### src/rtl/prbs_pkg.sv
// Shared PRBS link definitions: transmitter FSM states, default sync word,
// PRBS-15 seed and feedback taps. Also used by pattern_detect and the PRBS checker.
package prbs_pkg;

    typedef enum logic [1:0] {
        ST_IDLE    = 2'd0,
        ST_PATTERN = 2'd1,
        ST_PRBS    = 2'd2
    } tx_state_e;

    localparam logic [31:0] PATTERN_DEFAULT     = 32'hCCDDEEFF;
    localparam logic [14:0] PRBS15_SEED_DEFAULT = 15'h7FFF;

    // x^15 + x^14 + 1: feedback is lfsr[14] ^ lfsr[13]
    localparam int PRBS15_TAP_HI = 14;
    localparam int PRBS15_TAP_LO = 13;

endpackage

### src/rtl/prbs_pattern_tx_if.sv
// Control and serial-output bundle of the PRBS pattern transmitter.
interface prbs_pattern_tx_if;
    logic [2:0] n;
    logic       start;
    logic       stop;
    logic       data_out;
    logic       valid;
    logic       prbs_mode;
    logic       pattern_done;

    // master drives control and observes the serial stream
    modport master (
        output n, start, stop,
        input  data_out, valid, prbs_mode, pattern_done
    );

    // slave is the transmitter itself
    modport slave (
        input  n, start, stop,
        output data_out, valid, prbs_mode, pattern_done
    );
endinterface

### src/rtl/prbs_pattern_tx_lfsr.sv
// PRBS-15 Fibonacci LFSR (x^15 + x^14 + 1). Reused by the receiver-side checker.
// The seed must be non-zero or the register locks up at all zeros.
module prbs15_lfsr
    import prbs_pkg::*;
(
    input  logic        clk,
    input  logic        rst,
    input  logic        load,
    input  logic        en,
    input  logic [14:0] seed,
    output logic        bit_out
);
    logic [14:0] lfsr;

    // reset and load both restart the sequence from the seed; load beats en
    always_ff @(posedge clk) begin
        if (!rst || load) begin
            lfsr <= seed;
        end else if (en) begin
            lfsr <= {lfsr[13:0], lfsr[PRBS15_TAP_HI] ^ lfsr[PRBS15_TAP_LO]};
        end
    end

    assign bit_out = lfsr[14];
endmodule

### src/rtl/prbs_pattern_tx.sv
// Serial transmitter: n repetitions of a 32-bit sync word (MSB first),
// followed by a continuous PRBS-15 stream until stop.
module prbs_pattern_tx
    import prbs_pkg::*;
#(
    parameter logic [31:0] PATTERN = PATTERN_DEFAULT,
    parameter logic [14:0] SEED    = PRBS15_SEED_DEFAULT
) (
    input  logic               clk,
    input  logic               rst,
    prbs_pattern_tx_if.slave   bus
);
    tx_state_e  state;
    logic [4:0] bit_cnt;
    logic [2:0] rep_cnt;
    logic       data_q, valid_q, prbs_q, done_q;
    logic       lfsr_bit;
    logic       lfsr_load;
    logic       lfsr_en;

    // the LFSR restarts on every accepted start and steps once per PRBS bit sent
    assign lfsr_load = (state == ST_IDLE) && bus.start;
    assign lfsr_en   = (state == ST_PRBS);

    prbs15_lfsr u_lfsr (
        .clk     (clk),
        .rst     (rst),
        .load    (lfsr_load),
        .en      (lfsr_en),
        .seed    (SEED),
        .bit_out (lfsr_bit)
    );

    // FSM plus registered outputs; the bit for the current state is emitted at
    // the same edge that may leave it, so stop still lets that last bit out
    always_ff @(posedge clk) begin
        if (!rst) begin
            state   <= ST_IDLE;
            bit_cnt <= '0;
            rep_cnt <= '0;
            data_q  <= 1'b0;
            valid_q <= 1'b0;
            prbs_q  <= 1'b0;
            done_q  <= 1'b0;
        end else begin
            data_q  <= 1'b0;
            valid_q <= 1'b0;
            prbs_q  <= 1'b0;
            done_q  <= 1'b0;
            case (state)
                ST_IDLE: begin
                    // stop is ignored here, so start always wins
                    if (bus.start) begin
                        bit_cnt <= '0;
                        if (bus.n != 3'd0) begin
                            rep_cnt <= bus.n;
                            state   <= ST_PATTERN;
                        end else begin
                            state   <= ST_PRBS;
                        end
                    end
                end
                ST_PATTERN: begin
                    data_q  <= PATTERN[5'd31 - bit_cnt];
                    valid_q <= 1'b1;
                    bit_cnt <= bit_cnt + 5'd1;
                    if (bit_cnt == 5'd31) begin
                        rep_cnt <= rep_cnt - 3'd1;
                        if (rep_cnt == 3'd1) begin
                            done_q <= 1'b1;
                            state  <= ST_PRBS;
                        end
                    end
                    if (bus.stop) state <= ST_IDLE;
                end
                ST_PRBS: begin
                    data_q  <= lfsr_bit;
                    valid_q <= 1'b1;
                    prbs_q  <= 1'b1;
                    if (bus.stop) state <= ST_IDLE;
                end
                default: state <= ST_IDLE;
            endcase
        end
    end

    assign bus.data_out     = data_q;
    assign bus.valid        = valid_q;
    assign bus.prbs_mode    = prbs_q;
    assign bus.pattern_done = done_q;
endmodule

### src/flat_wrapper.sv
// flat-port wrapper written by rule: the top's interface ports become plain ports
module prbs_pattern_tx_flat import prbs_pkg::*;
#(
    parameter logic [31:0] PATTERN = PATTERN_DEFAULT,
    parameter logic [14:0] SEED    = PRBS15_SEED_DEFAULT
)
  (clk, rst, bus_n, bus_start, bus_stop, bus_data_out, bus_valid, bus_prbs_mode, bus_pattern_done);
  prbs_pattern_tx_if bus_i ();
  input  logic clk;
  input  logic rst;
  input wire logic [$bits(bus_i.n)-1:0] bus_n;
  input wire logic [$bits(bus_i.start)-1:0] bus_start;
  input wire logic [$bits(bus_i.stop)-1:0] bus_stop;
  output wire logic [$bits(bus_i.data_out)-1:0] bus_data_out;
  output wire logic [$bits(bus_i.valid)-1:0] bus_valid;
  output wire logic [$bits(bus_i.prbs_mode)-1:0] bus_prbs_mode;
  output wire logic [$bits(bus_i.pattern_done)-1:0] bus_pattern_done;
  assign bus_i.n = bus_n;
  assign bus_i.start = bus_start;
  assign bus_i.stop = bus_stop;
  assign bus_data_out = bus_i.data_out;
  assign bus_valid = bus_i.valid;
  assign bus_prbs_mode = bus_i.prbs_mode;
  assign bus_pattern_done = bus_i.pattern_done;
  prbs_pattern_tx #(.PATTERN(PATTERN), .SEED(SEED)) u_core (.clk(clk), .rst(rst), .bus(bus_i));
endmodule
### config.mk
export PLATFORM = sky130hd
export DESIGN_NAME = prbs_pattern_tx_flat
export DESIGN_NICKNAME = d
export VERILOG_FILES = /design/src/rtl/prbs_pkg.sv /design/src/rtl/prbs_pattern_tx_if.sv /design/src/rtl/prbs_pattern_tx_lfsr.sv /design/src/rtl/prbs_pattern_tx.sv /design/src/flat_wrapper.sv
export SDC_FILE = /design/constraint.sdc
export NUM_CORES = 1
export LEC_CHECK = 0
export ABC_AREA = 1
export CAP_MARGIN = 20
export CORE_MARGIN = 2
export CORE_UTILIZATION = 51
export DETAILED_ROUTE_END_ITERATION = 16
export MAX_ROUTING_LAYER = met4
export PLACE_DENSITY = 0.71
export SYNTH_ARGS = -nofsm -noshare
export SYNTH_HDL_FRONTEND = slang
export SYNTH_SLANG_ARGS = --single-unit
### constraint.sdc
create_clock -name clk -period 1.7 [get_ports clk]
set_clock_uncertainty 0.05 [all_clocks]
set_input_delay 0.34 -clock clk [delete_from_list [all_inputs] [get_ports clk]]
set_output_delay 0.34 -clock clk [all_outputs]
set_load 0.02 [all_outputs]
Yosys cells after proc, flatten, opt, wreduce, memory -nomap -nowiden

Memories as Yosys holds them, arrays and structs flattened.
Index checks and enable logic that the tools add are counted.

Register bits: 29
Latch bits: 0
Memory bits (writable): 0
Bits in read-only memories: 32
Input bits: 7
Output and inout port bits: 4
Word-level logic and storage cells: 53
Memories: 1

Add/subtract/negate cells: 3
Multiply operators: 0
Divide/modulo/power cells: 0
Order comparisons: 1
Equal/unequal tests: 10
Shifts and indexed selects: 0
Mux-type cells: 18
Bitwise gates (word level): 1
Reductions and logical operators: 11

Memory list:

| name             | depth | width | rd ports | clocked after Yosys merged registers in | write ports | RTL line              | RTL |
|---|---|---|---|---|---|---|---|
| (name not given) | 32    | 1     | 1        | 0                                       | 0           | prbs_pattern_tx.sv:64 | `data_q <= PATTERN[5'd31 - bit_cnt];` |

Operator list:

| cell                                                       | count |
|---|---|
| 2-to-1 mux 2 bit                                           | 6 |
| case mux 5 bit (2 select lines)                            | 1 |
| 2-to-1 mux 3 bit                                           | 3 |
| AND reduction 4 bit                                        | 2 |
| less-than comparator 5 x 6 -> 1 bit, second input constant | 1 |
| != test 2 bit, second input constant                       | 3 |
| != test 3 x 2 -> 1 bit, second input constant              | 2 |
| case mux 2 bit (3 select lines)                            | 1 |
| case mux 3 bit (2 select lines)                            | 1 |
| adder 5 x 1 -> 5 bit, second input constant                | 1 |
| == test 5 bit, second input constant                       | 1 |
| 2-to-1 mux 5 bit                                           | 1 |
| subtractor 5 bit, first input constant                     | 1 |
| 2-to-1 mux 1 bit                                           | 4 |
| == test 3 x 1 -> 1 bit, second input constant              | 1 |
| AND reduction 3 bit                                        | 1 |
| nonzero test 3 bit                                         | 1 |
| subtractor 3 x 1 -> 3 bit, second input constant           | 1 |
| == test 2 x 1 -> 1 bit, second input constant              | 1 |
| == test 2 bit, second input constant                       | 1 |
| zero test 2 bit                                            | 1 |
| != test 2 x 1 -> 1 bit, second input constant              | 1 |
| case mux 1 bit (2 select lines)                            | 1 |
| AND reduction 2 bit                                        | 1 |
| other kinds (6)                                            | 6 |

Longest topological paths before layout

Depth in word-level cells: 5
Mapped depth: 11
Mapped depth without buffers: 11

Modules after synthesis

From an unflattened synthesis, not the netlist that was laid out.

Cell total of the unflattened synthesis: 192
Area total of the unflattened synthesis: 1,512.7 µm²

By module, submodules not included:

| module          | times used | cells an instance | area an instance (µm²) | seq. area each (µm²) |
|---|---|---|---|---|
| prbs_pattern_tx | 1          | 122               | 824.5                  | 280.3 |
| prbs15_lfsr     | 1          | 70                | 688.2                  | 450.4 |

Worst setup path before layout

Ideal clock, no wire load.

Path kind: reg2reg
From: register u_core.bit_cnt[0]
To: register u_core.state[0]
Setup time: 113 ps
Data arrival time: 1,299 ps
Slack: 239 ps
Stages on the path, launching flop included: 12
Path buffers: 0
Cell sequence: dfxtp_1 > ha_1 > nand3_1 > inv_1 > ha_1 > inv_1 > nand3_1 > nand2_1 > nor2_2 > nand2_1 > nand2_1 > nor2_1

Cells in the longest elaborated chain, start to end: 3

Ends and longest elaborated chain:

| what                                    | RTL line              | RTL |
|---|---|---|
| from (decl)                             | prbs_pattern_tx.sv:14 | `logic [4:0] bit_cnt;` |
| from (signal assigned)                  | prbs_pattern_tx.sv:66 | `bit_cnt <= bit_cnt + 5'd1;` |
| == test 5 bit                           | prbs_pattern_tx.sv:67 | `if (bit_cnt == 5'd31) begin` |
| != test 3 x 2 -> 1 bit (no source line) | --                    |  |
| AND reduction 4 bit (no source line)    | --                    |  |
| to (signal assigned)                    | prbs_pattern_tx.sv:71 | `state <= ST_PRBS;` |
| to (signal assigned)                    | prbs_pattern_tx.sv:74 | `if (bus.stop) state <= ST_IDLE;` |
| to (signal assigned)                    | prbs_pattern_tx.sv:80 | `if (bus.stop) state <= ST_IDLE;` |
| to (decl)                               | prbs_pattern_tx.sv:13 | `tx_state_e state;` |

Every way passes these cells.
A chain may end at the register's enable or synchronous reset.

Worst setup path in the final report

From: register u_core.done_q, in the netlist u_core.bus.pattern_done
To: output bus_pattern_done

RTL lines:

| what                   | RTL line              | RTL |
|---|---|---|
| from (decl)            | prbs_pattern_tx.sv:16 | `logic data_q, valid_q, prbs_q, done_q;` |
| from (signal assigned) | prbs_pattern_tx.sv:44 | `done_q <= 1'b0;` |
| from (signal assigned) | prbs_pattern_tx.sv:49 | `done_q <= 1'b0;` |
| from (signal assigned) | prbs_pattern_tx.sv:70 | `done_q <= 1'b1;` |
| to (decl)              | flat_wrapper.sv:17    | `output wire logic [$bits(bus_i.pattern_done)-1:0] bus_pattern_done;` |

No word-level cell between the ends.

==> results.md <==
- Outcome: finished clean
- Initial Utilization: 54.9%
- First-iteration detailed-routing DRC count: 29
- ANT cells: 0
- Max cap viols: 0
- First-pass GRT wire length: 4230 µm
- Crit path cell chain: clkdlybuf4s50_1
- Mapped Area: between 0.001 and 0.0015 mm²
- Seq pwr share: a little under two fifths
- YS warnings: 0
- Fin crit share: between 90% and 100%
- Cell Count, Final, Fillers Out: ~240
- Via-per-instance ratio: approximately 4.9
- Fin area: around 0.0016 mm²
- Crit path DAT: roughly 1.2 ns
- Leak Pwr: between 0.0007 and 0.0008 µW
- Crit path max-delay cell type: clkdlybuf4s50_1
- Grt total ovfl: 0
- Post-synth ARST share: 0%
- Rows: 18
- Comb pwr share: 45.5%
- Post-Syn Nets: 208
- Largest net degree at the start of global routing: 16
- Post-synth EDFFs: 0
- Initial antenna violation count: 0
- Num CTS Buffers: 5
- Synth Register Bits: 29
- Top_reg_cell synth: dfxtp_1
- Hold Violations, Final: 0
- Worst-Skew Late Latency: between 0.3 and 0.4 ns
- Sink count of the clock tree: 29
- RSZ-0062 raised after global routing: false
- Crit path largest cell delay: 0.60 ns
- Die Height: approximately 56 µm
- Chip width: ~56 µm
- Post-layout min period: approximately 1.6 ns
- Slew margin rel.: about three quarters
- Critical Path Start Type: flip-flop
- P&R area growth vs syn: 15.1%
- Share of layout cells above drive strength 1: between 10% and 20%
- Fillcell total: between 200 and 250
- Vias: about 1200
- Clock power share: roughly 17%
- Critical path type: flip-flop to output port
- Critical path's top delay family: buffers and inverters
- Post-Syn Area per Cell: slightly above 7 µm²
- Placed insts: 231
- Dpl ws: about 0.1 ns
- Most frequent cell after synthesis: nand2_1
- CTS root buf: clkbuf_4
- Setup violators final: 0
- Cell Pwr Density: about 1600 mW/mm²
- Final Net Count: between 200 and 250
- Netlist cell types: 25
- Setup TNS: 0 ns
- Hold WC Path Type: flip-flop to flip-flop
- # Post-CTS Setup Buffers: 0
- Total global routing track utilization: between 10% and 20%
- Wirelength per Cell: 10.2 µm
- Leading area contributor after synthesis: dfxtp_1
- Synth area leaders: dfxtp_1 42%, nand2_1 18%, ha_1 8.1%, nand3_1 7.9%, inv_1 5.4%
- P_int: roughly 1500 µW
- Clk slew on worst S/H paths: around 0.090 ns
- CORE AREA: 0.00252 mm²
- Die area: ~0.0031 mm²
- Worst path required time: approximately 1.3 ns
- Worst-path fanout max: 1
- Switching power: 1010 µW
- DRC viols: 0
- WP buf/inv: 1
- PortBufs: 10
- Vias in the first global route: 1028
- Slew Limit Fails: 0
- Routed wire length: 2440 µm
- TritonCTS clock tree: yes
- Register area share after synthesis: between 40% and 50%
- IO Pins: 11
- Most common library cells after synthesis: 65 x nand2_1, 29 x dfxtp_1, 22 x nand3_1
- Worst Setup End Kind: output port
- DR pass1 iterations: 6
- Final Core Density: ~63%
- Dpl hpwl: 1840 µm
- H-tree depth: 2
- Sw Share: 40.6%
- Worst-Margin Slew: 0.404 ns
- Setup ws final: between 0.07 and 0.08 ns
- Post-synth top area share: roughly two fifths
- Final ANT Viol Nets: 0
- Clock tree buffer depth: 2
- Global placer's final weighted congestion: 0.879
- Highest achievable clock rate: between 600 and 700 MHz
- Placed inst area: approximately 0.0015 mm²
- Max IR drop VDD: 957 µV
- Cells after Synth: around 190
## metrics by stage
stage	hold WS, ns	total power [µW]
2_1_floorplan	0.389	1830
6_report	0.424	2480
3_5_place_dp	0.405	2080
5_1_grt	0.442	2730
4_1_cts	0.428	2500
3_3_place_gp	0.400	2050
## registers in the layout (all words and copies together) (netlist names)
name	count
u_core.state	2
u_core.bit_cnt	5
u_core.bus.data_out	1
u_core.rep_cnt	3
u_core.bus.prbs_mode	1
u_core.u_lfsr.lfsr	15
u_core.bus.valid	1
u_core.bus.pattern_done	1
## timing repair
item,CTS,global route
hold endpoints to repair,0,0
hold buffers,0,0
gates resized for setup,0,2
endpoints found under the setup margin,0,4
## kinds of logic (layout without fill, tap and decap cells)
kind of cell / after synthesis / count (layout) / share of synthesized area (%)
AO/OA/AOI/OAI: 13 / 13 / 6.14
adder cells (fa/ha/maj): 9 / 9 / 8.13
buffers and inverters: 29 / 45 / 9.12
AND/OR/NAND/NOR: 112 / 112 / 34.7
flip-flops: 29 / 29 / 41.9
## cells in the final DEF, fill, tap and decap left out, types with 2 or more instances in the layout
| master | instances |
|---|---|
| a21oi_1 | 5 |
| buf_4 | 4 |
| clkbuf_4 | 5 |
| clkdlybuf4s50_1 | 10 |
| dfxtp_1 | 28 |
| ha_1 | 9 |
| inv_1 | 20 |
| inv_2 | 2 |
| nand2_1 | 65 |
| nand3_1 | 22 |
| nor2_1 | 17 |
| nor3_1 | 2 |
| o21ai_0 | 3 |
| or2_2 | 2 |
## area by class of cell
type                    instances  area [µm²]  area share [%]
well taps                      30        37.5            2.35
inverters                      23        88.8            5.57
clock buffers                   7        55.1            3.45
repair buffers                 15         150            9.42
flip-flops and latches         29         584            36.7
multi-input cells             134         678            42.5
## power groups by stage
stage / logic [µW] / clock network (µW) / registers (µW)
floorplan: 869 / 0 / 960
global placement: 1110 / 0 / 944
detailed placement: 1130 / 0 / 952
CTS: 1140 / 423 / 939
global route: 1300 / 461 / 964
finish: 1130 / 410 / 943
## final timing paths
check	from	to	slack, ns	cells past startpoint
worst max-delay path	u_core.bus.pattern_done	bus_pattern_done	0.07	1
worst min-delay path	u_core.u_lfsr.lfsr[12]	u_core.u_lfsr.lfsr[13]	0.42	2
worst max register to register	u_core.bit_cnt[0]	u_core.state[0]	0.17	11
worst min register to register	u_core.u_lfsr.lfsr[12]	u_core.u_lfsr.lfsr[13]	0.42	2
## metal layers
metal  vias to the layer above  part of all wire (%)  GRT usage [%]
li1                        629                     -              -
met5                         -                     0              -
met3                         2                   3.7           5.12
met2                        14                    49           28.1
met1                       532                    47           20.4
met4                         0                  0.45           6.12
No activity file was read; power rests on OpenSTA's default activity.
